## config.mk

```make
export PLATFORM = sky130hd
export DESIGN_NAME = sw_event_scheduler
export DESIGN_NICKNAME = d
export VERILOG_FILES = /design/src/rtl/sw_event_scheduler.sv
export SDC_FILE = /design/constraint.sdc
export NUM_CORES = 1
export LEC_CHECK = 0
export CELL_PAD_IN_SITES_DETAIL_PLACEMENT = 1
export CELL_PAD_IN_SITES_GLOBAL_PLACEMENT = 1
export CORE_MARGIN = 2
export CORE_UTILIZATION = 42
export DETAILED_ROUTE_END_ITERATION = 8
export PLACE_DENSITY = 0.77
export SLEW_MARGIN = 0
export SYNTH_ARGS = -nofsm -noshare
export SYNTH_HDL_FRONTEND = slang
export SYNTH_SLANG_ARGS = --single-unit
```

## constraint.sdc

```tcl
create_clock -name clk -period 2 [get_ports clk]
set_input_delay 0.4 -clock clk [delete_from_list [all_inputs] [get_ports clk]]
set_output_delay 0.4 -clock clk [all_outputs]
set_load 0.01 [all_outputs]
```

## src/rtl/sw_event_scheduler.sv

```systemverilog
// sw_event_scheduler: synchronizes 4 switches, captures their rising edges and offers them round-robin as events
// Ports: clk, rst (async active-high) | sw raw switch levels | ev_valid/ev_id/ev_ready event handshake
//        pend captured-but-ungranted edges | ovf sticky flags for edges that hit an already pending requester
module sw_event_scheduler #(
    parameter int GAP_CYC = 2
) (
    input  logic       clk,
    input  logic       rst,
    input  logic [3:0] sw,
    input  logic       ev_ready,
    output logic       ev_valid,
    output logic [1:0] ev_id,
    output logic [3:0] pend,
    output logic [3:0] ovf
);
    typedef enum logic [1:0] {IDLE, OFFER, GAP} state_t;
    localparam logic [3:0] GAP_N = 4'(GAP_CYC);
    state_t     state;
    logic [3:0] s1, s2, prv, rise, clr, cnt;
    logic [1:0] ptr, sel;
    logic       grant;
    always_comb begin
        sel = ptr;
        for (int k = 3; k >= 0; k--) sel = pend[ptr + 2'(k)] ? ptr + 2'(k) : sel;
        grant = state == IDLE && |pend;
        clr = grant ? 4'b0001 << sel : 4'b0000;
        rise = s2 & ~prv;
    end
    // an edge landing on the grant edge re-arms pend instead of counting as overflow
    always_ff @(posedge clk or posedge rst)
        if (rst) begin
            s1 <= '0;
            s2 <= '0;
            prv <= '0;
            pend <= '0;
            ovf <= '0;
        end else begin
            s1 <= sw;
            s2 <= s1;
            prv <= s2;
            pend <= (pend & ~clr) | rise;
            ovf <= ovf | (rise & pend & ~clr);
        end
    always_ff @(posedge clk or posedge rst)
        if (rst) begin
            state <= IDLE;
            ev_valid <= 1'b0;
            ev_id <= '0;
            ptr <= '0;
            cnt <= '0;
        end else
            case (state)
                IDLE:
                    if (grant) begin
                        state <= OFFER;
                        ev_valid <= 1'b1;
                        ev_id <= sel;
                        ptr <= sel + 2'd1;
                    end
                OFFER:
                    if (ev_ready) begin
                        ev_valid <= 1'b0;
                        cnt <= GAP_N;
                        state <= GAP_N == 4'd0 ? IDLE : GAP;
                    end
                GAP: begin
                    cnt <= cnt - 4'd1;
                    if (cnt == 4'd1) state <= IDLE;
                end
                default: state <= IDLE;
            endcase
endmodule

```

==> impl_results.md, run 1 <==
* Antenna cell count at 0
* Clock latency on the worst-skew pair at 0.33 ns
* CP startpoint kind: register
* DRC errors left at 0
* Max_cap viols at 0
* Critical path type: reg -> reg
* #FFs+latches synth at 31
* Proportion of layout cells with a drive suffix above 1 at 13.9%
* Fin. max-slew vios at 0
* H-tree levels at 2
* Total routed wirelength at 2540 um
* Placed Cells at 162
* Area growth syn-to-layout at 24.2%
* Clock Skew at 0.0117 ns
* Wire length on met1 at 1140 um
* Post-synth EDFFs at 0
* Arr. time, crit path at 2.16 ns
* Chip height at 59.7 um
* Top Layer Used: met4
* Vias per std cell at 5.41
* Metal2 WL at 1230 um
* Pwr Density at 1470 nW/um^2
* Sink Count at 31
* Avg WL per Cell at 14.9 um
* Worst slack at placement at 0.0605 ns
* Final Hold Fails at 0
* Die footprint at 3560 sq um
* Overall power at 2380 uW
* I/O Pins at 18
* Leak pwr at 0.000722 uW
* Synth warn at 0
* Critical Path RT at 2.27 ns
* Max Root-Sink Buffers at 2
* Worst Path Max Fanout at 9
* Initial core utilization at 43.4%
* Hold crit path type: reg -> reg
* Slew @ Worst Pin at 0.541 ns
* Worst-path clk slew at 0.11 ns
* Remaining global-route overflow at 0
* Root buffer cell: clkbuf_4
* Min Tclk post-route at 1.89 ns
* Final worst slack at 0.109 ns
* Num rows at 20
* Ys flop type: dfrtp_1
* Global-route usage over all layers at 16.1%
* Post-route ant nets at 0
* Most frequent cells in the layout: 29 x dfrtp_1, 17 x clkdlybuf4s50_1, 8 x nand2_1
* Ys async rst share at 100%
* Design area at 1620 sq um
* Register area share after synthesis at 59.6%
* Largest net degree at the start of global routing at 32
* Mapped Area at 1300 sq um
* Number of global-route vias before repair at 976
* DR iter-0 viols at 33
* Fmax at 529 MHz
* Crit share post-route at 94.5%
* # resized after CTS at 0
* Most common cell after layout, fill and taps aside: dfrtp_1
* Final non-filler cell total at 170
* CTS tree: yes
* Placement Cell Area at 1530 sq um
* IO buf count at 17
* CTS buffer count at 5
* Initial antenna violation count at 0
* Crit path capture type: register
* WL met3 at 91 um
* Fillers at 318
* Post-CTS setup buffers at 0
* Final Setup Violations at 0
* Synth cell types at 34
* First-pass GRT wire length at 4130 um
* Gate Count Post-Synth at 111
* Hold buffer count at CTS at 0
* DP Wirelength at 1850 um
* Final net count at 149
* Status: complete, no violations
* GP Congestion at 0.850
* Post-route setup TNS at 0 ns
* Core Footprint at 3000 sq um
* Die width at 59.7 um
* Max VDD drop at 0.000559 V
* RSZ-0062 raised after global routing: no
* Rel. slew slack at 63.7%
* Vias at 920
* DRT Pass-1 Iters at 4
* Avg Inst Size Synth at 11.7 sq um
* Synthesized net count at 124
## through the flow
stage	util (%)	hold WS [ns]
final	53.9	0.357
after detailed placement	50.9	0.340
after global placement	50.9	0.334
after CTS	53.8	0.362
after floorplan	-	0.331
after global routing	53.9	0.383
## path summary, 6_finish.rpt
| kind | depth (start not counted) | start | to | slack, ns |
|---|---|---|---|---|
| setup / recovery | 6 | pend[3]$_DFF_PP0_ | ovf[1]$_DFF_PP0_ | 0.11 |
| hold / removal | 0 | s1[3]$_DFF_PP0_ | s2[3]$_DFF_PP0_ | 0.36 |
| setup reg to reg | 6 | pend[3]$_DFF_PP0_ | ovf[1]$_DFF_PP0_ | 0.11 |
| hold reg to reg | 0 | s1[3]$_DFF_PP0_ | s2[3]$_DFF_PP0_ | 0.36 |
| max in group asynchronous | 3 | rst | pend[0]$_DFF_PP0_ | 1.25 |
| min in group asynchronous | 3 | rst | ev_valid$_DFFE_PP0P_ | 0.45 |
## Yosys cell counts (2+ instances only)
| library cell | n | area, sq um |
|---|---|---|
| dfrtp_1 | 31 | 776 |
| nand2_1 | 8 | 30.0 |
| nor2_1 | 7 | 26.3 |
| a21oi_1 | 6 | 30.0 |
| ha_1 | 6 | 75.1 |
| inv_1 | 5 | 18.8 |
| nand2b_1 | 5 | 31.3 |
| o21bai_1 | 5 | 37.5 |
| a21bo_2 | 4 | 40.0 |
| o21ai_0 | 4 | 20.0 |
| nor2b_1 | 3 | 18.8 |
| nor3_1 | 3 | 15.0 |
| clkbuf_1 | 2 | 7.51 |
| mux2i_1 | 2 | 20.0 |
## layer usage
metal	up-vias	global-route usage (%)
met3	9	4.76
li1	442	-
met5	-	0
met4	0	9.52
met2	20	27.6
met1	449	17.3
## sequential cells by signal, indices dropped and copies added, names as in the netlist
name      cells
cnt           4
ev_id         2
ev_valid      1
ovf           4
pend          4
prv           4
ptr           2
s1            4
s2            4
state         2
## cells by family (layout without fill, tap and decap cells)
group / after synthesis / after routing / synth area share, %
AO/OA/AOI/OAI: 28 / 28 / 15.4
adder cells (fa/ha/maj): 6 / 6 / 5.76
buffers and inverters: 7 / 33 / 2.02
flip-flops: 31 / 31 / 59.6
multiplexers: 3 / 3 / 2.40
AND/OR/NAND/NOR: 36 / 36 / 14.9
## worst max-delay path: stages (launching register included)
cell and delay (ns):
dfrtp_2 0.44, and3b_1 0.20, or4_4 0.49, and2_1 0.17
ha_1 0.20, a21bo_2 0.20, o21bai_1 0.12
## report_power, final
part,switching [uW],internal [uW]
combinational,434,468
sequential,184,776
clock,219,295
total,837,1540
## cell type report
cell class / instances / area, sq um / area share (%)
Sequential cell: 31 / 778 / 48.1
Clock inverter: 2 / 35.0 / 2.17
Multi-Input combinational cell: 73 / 500 / 30.9
Tap cell: 33 / 41.3 / 2.55
Clock buffer: 6 / 51.3 / 3.17
Inverter: 5 / 18.8 / 1.16
Timing Repair Buffer: 20 / 193 / 11.9
No activity file was read; power rests on OpenSTA's default activity.
==> run 2, diff against run 1 <==
--- a/config.mk
+++ b/config.mk
@@ -8,10 +8,11 @@
 export CELL_PAD_IN_SITES_DETAIL_PLACEMENT = 1
 export CELL_PAD_IN_SITES_GLOBAL_PLACEMENT = 1
 export CORE_MARGIN = 2
-export CORE_UTILIZATION = 42
+export CORE_UTILIZATION = 35
 export DETAILED_ROUTE_END_ITERATION = 8
-export PLACE_DENSITY = 0.77
+export PLACE_DENSITY = 0.66
 export SLEW_MARGIN = 0
 export SYNTH_ARGS = -nofsm -noshare
 export SYNTH_HDL_FRONTEND = slang
 export SYNTH_SLANG_ARGS = --single-unit
+export TNS_END_PERCENT = 50
==> run 2 against run 1 <==
  * Hold slack got worse by 0.010 ns
  * Total power fell by 1.8%
  * Register-to-register slack barely moved
  * Clock power fell by 12%
  * Cell count rose by 9.4%
  * Via count fell by 3.3%
  * Non-clock buffer count rose by 1
  * Clock skew fell by 0.0080 ns
  * Sequential share of layout area fell by 0.62 points
  * Count of clock-buffer cells in the layout rose by 1
  * Fmax rose by 0.21%
  * Largest power group unchanged
  * Highest routed layer unchanged
==> impl_results.md, run 2 (synthesis gave the netlist of run 1 again) <==
* Min Tclk post-route at 1.89 ns (about the same)
* Final Setup Violations at 0 (unchanged)
* Vias per std cell at 4.78 (was 5.41)
* Sink Count at 31 (unchanged)
* Worst Path Max Fanout at 7 (was 9)
* Number of global-route vias before repair at 947 (was 976)
* Arr. time, crit path at 2.08 ns (was 2.16 ns)
* Pwr Density at 1420 nW/um^2 (was 1470 nW/um^2)
* Post-route ant nets at 0 (unchanged)
* Combinational Power Share at 39.5% (was 38.0%)
* Final non-filler cell total at 186 (was 170)
* Critical path endpoint: ovf[1]$_DFF_PP0_ (unchanged)
* GP Congestion at 0.887 (was 0.850)
* Hold crit path type: reg -> reg (unchanged)
* Largest net degree at the start of global routing at 32 (unchanged)
* Final net count at 150 (was 149)
* Max Root-Sink Buffers at 2 (unchanged)
* Vias at 890 (was 920)
* H-tree levels at 2 (unchanged)
* DRC errors left at 0 (unchanged)
* Max_cap viols at 0 (unchanged)
* Area growth syn-to-layout at 25.8% (was 24.2%)
* Leak pwr at 0.000720 uW (was 0.000722 uW)
* IO buf count at 17 (unchanged)
* Initial core utilization at 36.1% (was 43.4%)
* RSZ-0062 raised after global routing: no (unchanged)
* Global-route usage over all layers at 14.5% (was 16.1%)
* R2R cell count at 6 (unchanged)
* Worst R2R Start: pend[0]$_DFF_PP0_ (was pend[3]$_DFF_PP0_)
* Most frequent cells in the layout: 29 x dfrtp_1, 17 x clkdlybuf4s50_1, 8 x nand2_1 (unchanged)
* Hold slack at 0.347 ns (was 0.357 ns)
* Slew @ Worst Pin at 0.593 ns (was 0.541 ns)
* Num rows at 22 (was 20)
* Critical Path RT at 2.20 ns (was 2.27 ns)
* Antenna cell count at 0 (unchanged)
* Worst setup path startpoint: pend[0]$_DFF_PP0_ (was pend[3]$_DFF_PP0_)
* Placed Cells at 177 (was 162)
* Clock Skew at 0.00367 ns (was 0.0117 ns)
* Critical Path Max Stage Delay at 0.52 ns (was 0.49 ns)
* CTS tree: yes (unchanged)
* Die width at 65.0 um (was 59.7 um)
* DR iter-0 viols at 24 (was 33)
* Fin. max-slew vios at 0 (unchanged)
* Crit share post-route at 94.3% (was 94.5%)
* Sw Share at 35.6% (was 35.2%)
* DRT Pass-1 Iters at 4 (unchanged)
* Sequential cell fraction of total power at 41.2% (was 40.4%)
* Post-route setup TNS at 0 ns (unchanged)
* Critical path type: reg -> reg (unchanged)
* I/O Pins at 18 (unchanged)
* Most common cell after layout, fill and taps aside: dfrtp_1 (unchanged)
* Final Hold Fails at 0 (unchanged)
* CTS buffer count at 5 (unchanged)
* Slowest cell on the critical path: or4_4 (unchanged)
* Crit path capture type: register (unchanged)
* FF-to-FF setup slack at 0.11 ns (about the same)
* Die footprint at 4230 sq um (was 3560 sq um)
* Clock latency on the worst-skew pair at 0.27 ns (was 0.33 ns)
* Worst-path clk slew at 0.06 ns (was 0.11 ns)
* Proportion of layout cells with a drive suffix above 1 at 13.0% (was 13.9%)
* Overall power at 2330 uW (was 2380 uW)
* RR Endpoint: ovf[1]$_DFF_PP0_ (unchanged)
* CP cell instances: nor2b_1 > or4_4 > and2_1 > ha_1 > a21bo_2 > o21bai_1 (was and3b_1 > or4_4 > and2_1 > ha_1 > a21bo_2 > o21bai_1)
* Max VDD drop at 0.000569 V (was 0.000559 V)
* Chip height at 65.0 um (was 59.7 um)
* Initial antenna violation count at 0 (unchanged)
* Remaining global-route overflow at 0 (unchanged)
* Status: complete, no violations (unchanged)
* Core Footprint at 3610 sq um (was 3000 sq um)
* Root buffer cell: clkbuf_8 (was clkbuf_4)
* CP startpoint kind: register (unchanged)
* Avg WL per Cell at 13.9 um (was 14.9 um)
* DP Wirelength at 1860 um (was 1850 um)
* Switch Pwr at 831 uW (was 837 uW)
* Total routed wirelength at 2590 um (was 2540 um)
* Rel. slew slack at 60.3% (was 63.7%)
* First-pass GRT wire length at 4510 um (was 4130 um)
* Clock Power Share at 19.3% (was 21.6%)
* Internal power at 1500 uW (was 1540 uW)
* Fmax at 530 MHz (was 529 MHz)
[run 2: power by group through the flow]
stage	sequential, uW	combinational [uW]	clock (uW)
floorplan	926	596	0
global placement	958	882	0
detailed placement	971	917	0
CTS	959	929	476
global route	995	1050	498
finish	961	923	450
[run 2: final cells by class]
type,count,area [sq um]
fill,392,1970
sequential,31,778
multi-input combinational,73,500
timing repair buffer,21,200
clock buffer,7,76.3
tap,48,60.1
inverter,5,18.8
clock inverter,1,5.00
[run 2: worst min path at each step]
| stage | from | to | depth (start not counted) |
|---|---|---|---|
| after global routing | s1[1]$_DFF_PP0_ | s2[1]$_DFF_PP0_ | 0 |
| after floorplan | s1[0]$_DFF_PP0_ | s2[0]$_DFF_PP0_ | 0 |
| after CTS | s1[0]$_DFF_PP0_ | s2[0]$_DFF_PP0_ | 0 |
| after global placement | s1[0]$_DFF_PP0_ | s2[0]$_DFF_PP0_ | 0 |
| final | s1[1]$_DFF_PP0_ | s2[1]$_DFF_PP0_ | 0 |
| after detailed placement | s1[0]$_DFF_PP0_ | s2[0]$_DFF_PP0_ | 0 |
[run 2: metal layers]
| metal | wire length, um | share of wire, % | GRT usage [%] |
|---|---|---|---|
| met5 | 0 | 0 | 0 |
| met4 | 49 | 1.9 | 7.18 |
| met3 | 107 | 4.1 | 4.17 |
| met2 | 1220 | 47 | 22.9 |
| met1 | 1210 | 47 | 18.2 |
[run 2: what timing repair did]
item / CTS / global route
hold buffers: 0 / 0
setup buffers: 0 / 1
setup endpoints to repair: 0 / 3
resized for setup: 0 / 2
[run 2: critical path, delay by kind of cell (launching register included)]
kind | cells | cell delay [ns]
and+or+nand+nor | 3 | 0.85
DFF | 1 | 0.44
AOI/OAI and AO/OA | 2 | 0.32
adders and majority gates | 1 | 0.20
[run 2: stage by stage]
stage                     cell area, sq um  setup slack [ns]  utilization (%)
after floorplan                       1300             0.157                -
after global placement                1550             0.150             42.9
after detailed placement              1550            0.0790             42.9
after CTS                             1630            0.0713             45.2
after global routing                  1640            0.0149             45.5
final                                 1640             0.113             45.5
==> run 3, diff against run 2 <==
==> constraint.sdc (replaced) <==
create_clock -name clk -period 2.4 [get_ports clk]
set_input_delay 0.48 -clock clk [delete_from_list [all_inputs] [get_ports clk]]
set_output_delay 0.48 -clock clk [all_outputs]
set_load 0.01 [all_outputs]
==> run 3 against run 2 <==
  * Via count rose by 2.7%
  * Global-route usage rose by 0.49 points
  * First-iteration DRC count rose by 38%
  * Fmax fell by 2.8%
  * Die area did not move
  * Sequential cell count did not move
  * Combinational power fell by 23%
  * Routed wire length rose by 2.1%
  * Total power fell by 17%
  * Clock power fell by 9.6%
  * Non-clock buffer count fell by 3
  * Critical endpoint unchanged
  * Highest routed layer unchanged
==> impl_results.md, run 3 (synthesis gave the netlist of run 1 again) <==
* Status: complete, no violations (unchanged)
* Initial antenna violation count at 0 (unchanged)
* Rel. slew slack at 65.1% (was 60.3%)
* Fin. max-slew vios at 0 (unchanged)
* Placement Cell Area at 1530 sq um (was 1550 sq um)
* Clock Skew at 0.00451 ns (was 0.00367 ns)
* Most frequent cells in the layout: 31 x dfrtp_1, 17 x clkdlybuf4s50_1, 8 x nand2_1 (was 29 x dfrtp_1, 17 x clkdlybuf4s50_1, 8 x nand2_1)
* Worst Path Max Fanout at 9 (was 7)
* Hold crit path type: reg -> reg (unchanged)
* Design area at 1620 sq um (was 1640 sq um)
* Remaining global-route overflow at 0 (unchanged)
* Initial core utilization at 36.1% (unchanged)
* Max VDD drop at 0.000438 V (was 0.000569 V)
* DP Wirelength at 1880 um (was 1860 um)
* Fmax at 515 MHz (was 530 MHz)
* Max_cap viols at 0 (unchanged)
* Total routed wirelength at 2640 um (was 2590 um)
* IO buf count at 17 (unchanged)
* Final net count at 147 (was 150)
* Final Setup Violations at 0 (unchanged)
* Avg WL per Cell at 14.5 um (was 13.9 um)
* Post-route ant nets at 0 (unchanged)
* Die footprint at 4230 sq um (unchanged)
* CTS tree: yes (unchanged)
* Root buffer cell: clkbuf_8 (unchanged)
* Fillers at 399 (was 392)
* Num rows at 22 (unchanged)
* Critical Path RT at 2.61 ns (was 2.20 ns)
* Final Core Density at 44.9% (was 45.5%)
* DRT Pass-1 Iters at 4 (unchanged)
* Crit share post-route at 80.9% (was 94.3%)
* Most common cell after layout, fill and taps aside: dfrtp_1 (unchanged)
* Worst setup path startpoint: pend[3]$_DFF_PP0_ (was pend[0]$_DFF_PP0_)
* DRC errors left at 0 (unchanged)
* Proportion of layout cells with a drive suffix above 1 at 10.4% (was 13.0%)
* Sink Count at 31 (unchanged)
* Crit path capture type: register (unchanged)
* Pwr Density at 1190 nW/um^2 (was 1420 nW/um^2)
* Number of global-route vias before repair at 970 (was 947)
* RSZ-0062 raised after global routing: no (unchanged)
* DR iter-0 viols at 33 (was 24)
* Clock latency on the worst-skew pair at 0.28 ns (was 0.27 ns)
* Post-route setup TNS at 0 ns (unchanged)
* Post-CTS setup buffers at 0 (unchanged)
* Leak pwr at 0.000712 uW (was 0.000720 uW)
* GP Congestion at 0.867 (was 0.887)
* Hold buffer count at CTS at 0 (unchanged)
* CTS buffer count at 5 (unchanged)
* Vias per std cell at 5.02 (was 4.78)
* Core Footprint at 3610 sq um (unchanged)
* Hold slack at 0.347 ns (about the same)
* Worst R2R Start: pend[3]$_DFF_PP0_ (was pend[0]$_DFF_PP0_)
* Hold path startpoint: s1[1]$_DFF_PP0_ (unchanged)
* Worst-path clk slew at 0.06 ns (about the same)
* Arr. time, crit path at 2.15 ns (was 2.08 ns)
* Max Root-Sink Buffers at 2 (unchanged)
* H-tree levels at 2 (unchanged)
* Final Hold Fails at 0 (unchanged)
* Area growth syn-to-layout at 24.4% (was 25.8%)
* CP startpoint kind: register (unchanged)
* Global-route usage over all layers at 15.0% (was 14.5%)
* Slew @ Worst Pin at 0.521 ns (was 0.593 ns)
* Die width at 65.0 um (unchanged)
* Min Tclk post-route at 1.94 ns (was 1.89 ns)
* I/O Pins at 18 (unchanged)
* Critical path type: reg -> reg (unchanged)
* Largest net degree at the start of global routing at 32 (unchanged)
* # resized after CTS at 0 (unchanged)
* Vias at 914 (was 890)
* First-pass GRT wire length at 4660 um (was 4510 um)
* Chip height at 65.0 um (unchanged)
* Antenna cell count at 0 (unchanged)
run 3: changes by cell type in the layout (fill, tap and decap cells not counted), sizes merged:
| cell | before | now |
|---|---|---|
| clkbuf | 7 | 6 |
| buf | 4 | 1 |
run 3: layout make-up:
| class | count | area [sq um] | share of cell area (%) |
|---|---|---|---|
| clock buffers | 6 | 82.6 | 5.10 |
| clock inverters | 1 | 5.00 | 0.309 |
| inverters | 5 | 18.8 | 1.16 |
| multi-input cells | 73 | 500 | 30.9 |
| flip-flops and latches | 31 | 776 | 47.9 |
| well taps | 48 | 60.1 | 3.71 |
| repair buffers | 18 | 178 | 11.0 |
run 3: path summary, 6_finish.rpt:
path | end | slack [ns] | cells past startpoint
worst min register to register | s2[1]$_DFF_PP0_ | 0.35 | 0
worst max register to register | ovf[1]$_DFF_PP0_ | 0.46 | 6
min in group asynchronous | s1[2]$_DFF_PP0_ | 0.58 | 3
worst min-delay path | s2[1]$_DFF_PP0_ | 0.35 | 0
worst max-delay path | ovf[1]$_DFF_PP0_ | 0.46 | 6
max in group asynchronous | ptr[0]$_DFFE_PP0P_ | 1.54 | 3
run 3: routing by layer:
metal,vias up,global-route usage [%],wire [um]
met1,456,18.3,1180
met4,0,5.85,44
li1,435,-,-
met5,-,0,0
met2,17,23.8,1290
met3,6,5.90,133
run 3: stage by stage:
step	total power [uW]	setup WS [ns]	std cells
floorplan	1270	0.557	111
global placement	1510	0.547	175
detailed placement	1540	0.460	175
CTS	1970	0.449	182
global route	2100	0.339	182
finish	1930	0.459	182
run 3: critical path: stages, from the launching register on:
cell      delay [ns]
dfrtp_1         0.47
and3b_1         0.22
or4_4           0.49
and2_1          0.18
ha_1            0.20
a21bo_2         0.20
o21bai_1        0.11
run 3: power by group:
part	internal (uW)	switching, uW	leakage (uW)
combinational	365	349	0.000319
sequential	646	164	0.000347
clock	224	183	0.0000470
==> edit (settings of run 3) <==
Put one more register stage on the output `ovf`, with the module's reset. The value now appears one clock later. The other outputs are not delayed to match.
--- a/src/rtl/sw_event_scheduler.sv
+++ b/src/rtl/sw_event_scheduler.sv
@@ -15,6 +15,8 @@
 );
     typedef enum logic [1:0] {IDLE, OFFER, GAP} state_t;
     localparam logic [3:0] GAP_N = 4'(GAP_CYC);
+
+    logic [3:0] ovf_s0;
     state_t     state;
     logic [3:0] s1, s2, prv, rise, clr, cnt;
     logic [1:0] ptr, sel;
@@ -33,13 +35,13 @@
             s2 <= '0;
             prv <= '0;
             pend <= '0;
-            ovf <= '0;
+            ovf_s0 <= '0;
         end else begin
             s1 <= sw;
             s2 <= s1;
             prv <= s2;
             pend <= (pend & ~clr) | rise;
-            ovf <= ovf | (rise & pend & ~clr);
+            ovf_s0 <= ovf_s0 | (rise & pend & ~clr);
         end
     always_ff @(posedge clk or posedge rst)
         if (rst) begin
@@ -69,5 +71,13 @@
                 end
                 default: state <= IDLE;
             endcase
+    always_ff @(posedge clk or posedge rst) begin
+        if (rst) begin
+            ovf <= '0;
+        end else begin
+            ovf <= ovf_s0;
+        end
+    end
+
 endmodule
 
Function: changed (Yosys sat finds a counterexample within 10 cycles, from zero or initial values and one cycle with rst high).
==> edit against run 3 <==
- setup slack got worse by 0.10 ns
- clock skew grew 0.00090 ns
- wire length rose by 1.2%
- power increased by 11%
- synthesized area rose by 10%
- sequential share of layout area up 2.6 points
- design area increased by 7.2%
- largest power group unchanged
- maximum frequency fell by 5.1%
- sequential cell count is 4 higher
- largest cell class unchanged
==> edit: results (changes against run 3) <==
[logic_synthesis] commonest cells in the synthesized netlist sky130_fd_sc_hd__dfrtp_1 (35), sky130_fd_sc_hd__nor2_1 (13), sky130_fd_sc_hd__a21oi_1 (12)
[routing] met1 wire length 1200 microns [+2.4%]
[global_route] met3 track utilization from global routing 0.0345 [-0.0245]
[placement] worst setup timing slack at the placement stage 0.368 ns [-0.0920 ns]
[cells_and_area] fraction of layout instances using a drive strength above 1 0.0884 [-0.0160]
[routing] DR WL met3 74 microns [-44%]
[global_route] wire length of the first global-routing pass 4730 microns [+1.5%]
[logic_synthesis] sequential area share after synthesis 0.611 [+0.0152]
[setup_path] Worst setup startpoint pend[2]$_DFF_PP0_
[clocking] number of clock sinks 35 [+13%]
[cells_and_area] number of fill cells in the layout 442 [+11%]
[logic_synthesis] cell types with the largest area share after synthesis sky130_fd_sc_hd__dfrtp_1 (61%), sky130_fd_sc_hd__a21oi_1 (4.2%), sky130_fd_sc_hd__nor2b_1 (3.5%), sky130_fd_sc_hd__nor2_1 (3.4%), sky130_fd_sc_hd__a21o_1 (2.6%)
[timing] clk_skew 0.00541 ns [+0.000899 ns]
[routing] WL met2 1350 microns [+5.2%]
[setup_path] endpoint of the worst register-to-register path ovf_s0[1]$_DFF_PP0_
[placement] Placed Instance Area 1620 sq um [+6.0%]
[logic_synthesis] synth unique cells 35 [+2.9%]
[cells_and_area] non-clock inverter instance count of the final layout 8 [+3]
[setup_path] worst r2r path cells 4 [-2]
[cells_and_area] multi-input logic portion of the cell area 0.275 [-0.0337]
[cells_and_area] # nets final 155 [+5.4%]
[cells_and_area] Final clock-cell share 0.0648 [+0.0108]
[setup_path] delay of the slowest critical-path stage 0.58 ns [+0.09 ns]
[placement] Final HPWL DP 1900 microns [+1.0%]
[setup_path] CP arrival 2.22 ns [+0.07 ns]
[cells_and_area] fraction of standard cell area that is sequential 0.504 [+0.0256]
[global_route] vias in the first global route 1034 [+6.6%]
[floorplan] Core Box Area 3970 sq um [+10%]
[global_route] met1 Track Usage GR 0.163 [-0.0204]
[global_route] initial antenna violation count 0 [unchanged]
[pwr] highest ir drop seen on vdd 0.403 mV [-7.9%]
[timing] least setup slack across all paths after layout 0.354 ns [-0.105 ns]
[routing] routed wirelength normalized by instance count 13.6 microns [-6.5%]
[setup_path] maximum fanout encountered on the critical timing path 10 [+1]
[logic_synthesis] post-synth net total 137 [+10%]
[run_status] outcome completed
[cells_and_area] comb_multi_in 78 [+6.8%]
[global_route] global-route total usage across every layer 0.141 [-0.00957]
[global_route] largest net degree at the start of global routing 36 [+13%]
[timing] Least-Margin Pin Slew 0.500 ns [-0.0219 ns]
[cells_and_area] clock buffers 5 [-1]
-- edit: changes by cell type after synthesis, moves of 3 or more --
cell	delta
sky130_fd_sc_hd__dfrtp_1	+4
sky130_fd_sc_hd__nor2_1	+6
sky130_fd_sc_hd__nand2b_1	-4
sky130_fd_sc_hd__a21o_1	+5
sky130_fd_sc_hd__nor2b_1	+5
sky130_fd_sc_hd__a21oi_1	+6
sky130_fd_sc_hd__inv_1	+3
sky130_fd_sc_hd__o21bai_1	-5
sky130_fd_sc_hd__ha_1	-4
sky130_fd_sc_hd__a21bo_2	-4
-- edit: stage by stage --
stage	utilization	cells	total power, mW
after CTS	0.437	197	2.18
after global routing	0.437	197	2.32
after floorplan	-	128	1.43
after detailed placement	0.409	189	1.65
after global placement	0.409	189	1.62
final	0.437	197	2.15
-- edit: logic make-up after synthesis --
logic type | share of synthesized area
compound gates | 0.177
buf+inv | 0.0558
simple gates | 0.139
fa+ha+maj | 0.0174
flops | 0.611
-- edit: worst min-delay path by stage --
stage,from,end,slack (ns),depth (start not counted)
2_1_floorplan,s1[0]$_DFF_PP0_,s2[0]$_DFF_PP0_,0.33,0
3_3_place_gp,s1[0]$_DFF_PP0_,s2[0]$_DFF_PP0_,0.33,0
3_5_place_dp,s1[0]$_DFF_PP0_,s2[0]$_DFF_PP0_,0.34,0
4_1_cts,s1[0]$_DFF_PP0_,s2[0]$_DFF_PP0_,0.34,0
5_1_grt,s1[0]$_DFF_PP0_,s2[0]$_DFF_PP0_,0.35,0
6_report,s1[0]$_DFF_PP0_,s2[0]$_DFF_PP0_,0.34,0
-- edit: power breakdown --
part	switching [mW]	internal (mW)
Clock	0.206	0.309
Sequential	0.200	0.723
Combinational	0.355	0.355
